<file path="config.mk">
export PLATFORM = sky130hd
export DESIGN_NAME = uart_tx_fifo_drain
export DESIGN_NICKNAME = d
export VERILOG_FILES = /design/src/rtl/uart_tx_fifo_drain.sv
export SDC_FILE = /design/constraint.sdc
export NUM_CORES = 1
export LEC_CHECK = 0
export CORE_AREA = 2 2 85 87
export DETAILED_ROUTE_END_ITERATION = 6
export DIE_AREA = 0 0 87 89
export HOLD_SLACK_MARGIN = 0.06
export PLACE_DENSITY = 0.43
export SLEW_MARGIN = 20
export SYNTH_ARGS = -nofsm -noshare
export SYNTH_HDL_FRONTEND = slang
export SYNTH_SLANG_ARGS = --single-unit
export TNS_END_PERCENT = 20
</file>
<file path="constraint.sdc">
create_clock -name iClk -period 5.4 [get_ports iClk]
set_input_delay 1.08 -clock iClk [delete_from_list [all_inputs] [get_ports iClk]]
set_output_delay 1.08 -clock iClk [all_outputs]
set_load 0.01 [all_outputs]
</file>
<file path="src/rtl/uart_tx_fifo_drain.sv">
// UART 8N1 transmitter that drains a show-ahead FIFO one byte per frame.
// Start bit, 8 data bits LSB first, stop bit; frames run back-to-back while data remains.
module uart_tx_fifo_drain #(
    parameter int unsigned CLKS_PER_BIT = 10416
) (
    input  logic       iClk,
    input  logic       iRst,
    input  logic       iEmpty,
    input  logic [7:0] iData,
    output logic       oPop,
    output logic       oTx,
    output logic       oBusy,
    output logic       oDone
);

    localparam int unsigned CntW = (CLKS_PER_BIT > 1) ? $clog2(CLKS_PER_BIT) : 1;
    localparam logic [CntW-1:0] CntMax = CntW'(CLKS_PER_BIT - 1);

    typedef enum logic [1:0] {StIdle, StStart, StData, StStop} state_e;

    state_e          state_q, state_d;
    logic [CntW-1:0] cnt_q, cnt_d;
    logic [2:0]      idx_q, idx_d;
    logic [7:0]      shreg_q, shreg_d;
    logic            tx_q, tx_d;
    logic            pop_q, pop_d;
    logic            busy_q, busy_d;
    logic            done_q, done_d;
    logic            bit_end;

    assign bit_end = (cnt_q == CntMax);

    always_ff @(posedge iClk) begin
        if (!iRst) begin
            state_q <= StIdle;
            cnt_q   <= '0;
            idx_q   <= '0;
            shreg_q <= '0;
            tx_q    <= 1'b1;
            pop_q   <= 1'b0;
            busy_q  <= 1'b0;
            done_q  <= 1'b0;
        end else begin
            state_q <= state_d;
            cnt_q   <= cnt_d;
            idx_q   <= idx_d;
            shreg_q <= shreg_d;
            tx_q    <= tx_d;
            pop_q   <= pop_d;
            busy_q  <= busy_d;
            done_q  <= done_d;
        end
    end

    always_comb begin
        state_d = state_q;
        cnt_d   = bit_end ? '0 : cnt_q + CntW'(1);
        idx_d   = idx_q;
        shreg_d = shreg_q;
        tx_d    = tx_q;
        pop_d   = 1'b0;
        busy_d  = busy_q;
        done_d  = 1'b0;

        case (state_q)
            StIdle: begin
                cnt_d = '0;
                if (!iEmpty) begin
                    shreg_d = iData;
                    pop_d   = 1'b1;
                    tx_d    = 1'b0;
                    busy_d  = 1'b1;
                    state_d = StStart;
                end
            end
            StStart: begin
                if (bit_end) begin
                    tx_d    = shreg_q[0];
                    idx_d   = '0;
                    state_d = StData;
                end
            end
            StData: begin
                if (bit_end) begin
                    shreg_d = {1'b0, shreg_q[7:1]};
                    if (idx_q != 3'd7) begin
                        idx_d = idx_q + 3'd1;
                        // next bit is bit 1 of the pre-shift register
                        tx_d  = shreg_q[1];
                    end else begin
                        tx_d    = 1'b1;
                        state_d = StStop;
                    end
                end
            end
            StStop: begin
                if (bit_end) begin
                    done_d = 1'b1;
                    if (!iEmpty) begin
                        shreg_d = iData;
                        pop_d   = 1'b1;
                        tx_d    = 1'b0;
                        state_d = StStart;
                    end else begin
                        busy_d  = 1'b0;
                        state_d = StIdle;
                    end
                end
            end
            default: state_d = StIdle;
        endcase
    end

    assign oPop  = pop_q;
    assign oTx   = tx_q;
    assign oBusy = busy_q;
    assign oDone = done_q;

endmodule

</file>
==> flow_metrics.env <==
export IMPL_status="completed"
export IMPL_cts_max_path_buffers=2
export IMPL_antenna_left=0
export IMPL_worst_hold_slack_ns=0.456
export IMPL_drv_slew=0
export IMPL_reg2reg_from="cnt_q[0]"
export IMPL_place_inst=265
export IMPL_clk_pin_slew_ns=0.07
export IMPL_path_cells="clkdlybuf4s50_1 -> inv_1 -> or3_1 -> a21oi_1"
export IMPL_max_freq_mhz=354
export IMPL_final_common_cell="dfxtp_1"
export IMPL_dp_hpwl_microns=2420
export IMPL_io_pins=15
export IMPL_cts_sinks=31
export IMPL_synth_area_sq_um=1650
export IMPL_period_minus_slack_ns=2.83
export IMPL_holdCritPathClass="reg -> reg"
export IMPL_relSlewSlack_pct=54.5
export IMPL_io_buffers=14
export IMPL_maxCapViolCount=0
export IMPL_grt_pass1_wl_microns=5950
export IMPL_worstPathMaxFanout=15
export IMPL_routed_wl_microns=3480
export IMPL_ys_ff_latch=31
export IMPL_crit_path_start_kind="primary input"
export IMPL_synth_cell_types=41
export IMPL_cts_tree="yes"
export IMPL_synth_adder_area_share_pct=6.83
export IMPL_fill_cells=711
export IMPL_core_sq_um=6720
export IMPL_first_pass_iters=4
export IMPL_grt_pass1_vias=1202
export IMPL_cts_made_buffers=5
export IMPL_place_area_sq_um=1830
export IMPL_crit_type="in -> reg"
export IMPL_synth_mux_area_fraction_pct=6.61
export IMPL_start_util_pct=24.5
export IMPL_dpl_worst_slack_ns=2.25
export IMPL_final_util_pct=28.9
export IMPL_synthSimpleGateAreaFrac_pct=23.8
export IMPL_synth_compound_area_share_pct=13.0
export IMPL_most_common_layout_cells="31 x dfxtp_1, 16 x nor2_1, 15 x a211oi_1"
export IMPL_setup_violations_final=0
export IMPL_synth_seq_area_share_pct=37.7
export IMPL_worst_ep_required_time_ns=5.61
export IMPL_die_area_sq_um=7740
export IMPL_total_power_uw=837
export IMPL_htreeDepth=2
export IMPL_ctsHoldBuffers=0
export IMPL_avgViaCountPerCell=4.84
export IMPL_ir_drop_v=0.0000923
export IMPL_final_cells=273
export IMPL_areaGrowthSynthToFinish_pct=18.0
export IMPL_synth_top_family_by_area="simple AND/OR/NAND/NOR gates"
export IMPL_hold_violations=0
export IMPL_tightest_slew_ns=0.681
export IMPL_rsz0062_at_grt="no"
export IMPL_multiInputGateArea_sq_um=925
export IMPL_p_leak_nw=0.697
export IMPL_synth_fp_nets=202
export IMPL_wl_per_cell_microns=12.8
export IMPL_fin_tns_setup_ns=0
export IMPL_row_count=30
export IMPL_finalCritPeriodShare_pct=52.3
export IMPL_clock_root_buffer="clkbuf_8"
export IMPL_dieWidth_microns=87
export IMPL_regArea_sq_um=621
export IMPL_yosys_warnings=0
export IMPL_endpoint_kind="flop"
export IMPL_setup_ws_ns=2.57
export IMPL_p_per_area_nw_per_um2=431
export IMPL_slowest_delay_ns=0.78
export IMPL_antenna_found_initial=0
export IMPL_finalInstanceArea_sq_um=1940
export IMPL_vias=1322
export IMPL_cts_resized_gates=0
export IMPL_grt_start_max_net_pins=19
export IMPL_drt_initial_drc_count=91
export IMPL_cp_arrival_ns=3.04
export IMPL_clk_latency_ns=0.28
export IMPL_synth_xor_area_share_pct=5.85
export IMPL_synthCells=182
export IMPL_slowest_stage="clkdlybuf4s50_1"
export IMPL_drc_errors=0
export IMPL_place_congestion=0.734
export IMPL_syn_area_per_cell_sq_um=9.05
export IMPL_finalClockSkew_ns=0.00392
export IMPL_final_nets=212
export IMPL_grt_overflow_total=0
export IMPL_critical_path_startpoint="iRst"
export IMPL_post_cts_buffers=0
export IMPL_diodes=0
export IMPL_dieHeight_microns=89
export IMPL_worstHoldStart="shreg_q[3]"
export IMPL_grt_util_all_layers_pct=9.93
export IMPL_layout_drive_gt1_share_pct=11.9
-- state kept, by name (all words and copies together), names as in the netlist --
register  flops
cnt_q        14
idx_q         3
oBusy         1
oDone         1
oPop          1
oTx           1
shreg_q       8
state_q       2
-- metal layers --
| metal | vias to the layer above | track usage, % | routed length [microns] | part of all wire, % |
|---|---|---|---|---|
| met5 | - | 0 | 0 | 0 |
| met4 | 0 | 4.69 | 61 | 1.8 |
| met3 | 5 | 2.59 | 121 | 3.5 |
| met2 | 24 | 14.9 | 1550 | 44 |
| met1 | 614 | 13.3 | 1750 | 50 |
| li1 | 679 | - | - | - |
-- kinds of logic after synthesis --
group | Yosys count
AND/OR/NAND/NOR | 69
adder cells (fa/ha/maj) | 9
XOR/XNOR | 11
multiplexers | 10
buffers and inverters | 22
flip-flops | 31
AO/OA/AOI/OAI | 30
-- area by class of cell --
class                           instances  area share (%)
Multi-Input combinational cell        129            47.6
Sequential cell                        31            31.9
Timing Repair Buffer                   14            7.21
Tap cell                               80            5.15
Clock buffer                            6            4.25
Inverter                               11            2.12
Clock inverter                          2            1.80
-- where the power goes --
| part | switching (mW) | internal [mW] |
|---|---|---|
| clock network | 0.0891 | 0.149 |
| logic | 0.172 | 0.129 |
| registers | 0.0293 | 0.269 |
-- worst paths after layout --
path | slack (ns) | cells past startpoint | to
min reg2reg | 0.46 | 2 | shreg_q[3]
max | 2.57 | 4 | cnt_q[11]
min | 0.46 | 2 | shreg_q[3]
max reg2reg | 3.01 | 5 | idx_q[0]
-- worst max-delay path: cells and delay by family --
family	cells	cell delay, ns
buffers and inverters	2	1.12
and+or+nand+nor	1	0.65
AOI/OAI and AO/OA	1	0.19
-- cell usage after synthesis (all sizes together) --
| cell type | count | share of area [%] |
|---|---|---|
| o311ai | 1 | 0.53 |
| or2 | 2 | 0.76 |
| xnor2 | 2 | 1.1 |
| or3b | 1 | 0.53 |
| or3 | 3 | 1.1 |
| o221ai | 1 | 0.53 |
| nand2 | 10 | 2.3 |
| a21oi | 4 | 1.2 |
| nor2 | 16 | 3.6 |
| nor4 | 2 | 0.76 |
| and4 | 4 | 2.4 |
| nand4 | 10 | 3.8 |
| dfxtp | 31 | 38 |
| and4bb | 2 | 1.5 |
| a31oi | 1 | 0.38 |
| clkbuf | 5 | 1.1 |
| inv | 11 | 2.5 |
| and3 | 2 | 0.91 |
| nor2b | 1 | 0.38 |
| o211ai | 1 | 0.46 |
| a21boi | 1 | 0.46 |
| nand3b | 3 | 1.4 |
| nand3 | 8 | 2.4 |
| nand2b | 3 | 1.1 |
| a41oi | 1 | 0.53 |
| mux2i | 3 | 1.8 |
| a21o | 1 | 0.46 |
| ha | 9 | 6.8 |
| a211oi | 15 | 6.8 |
| xor2 | 9 | 4.8 |
| nor3b | 1 | 0.46 |
| mux2 | 7 | 4.8 |
| a221oi | 1 | 0.53 |
| o21ai | 2 | 0.61 |
| and2 | 1 | 0.38 |
| buf | 6 | 2.6 |
| o31ai | 1 | 0.46 |
Power figures use the tool's default switching activity.
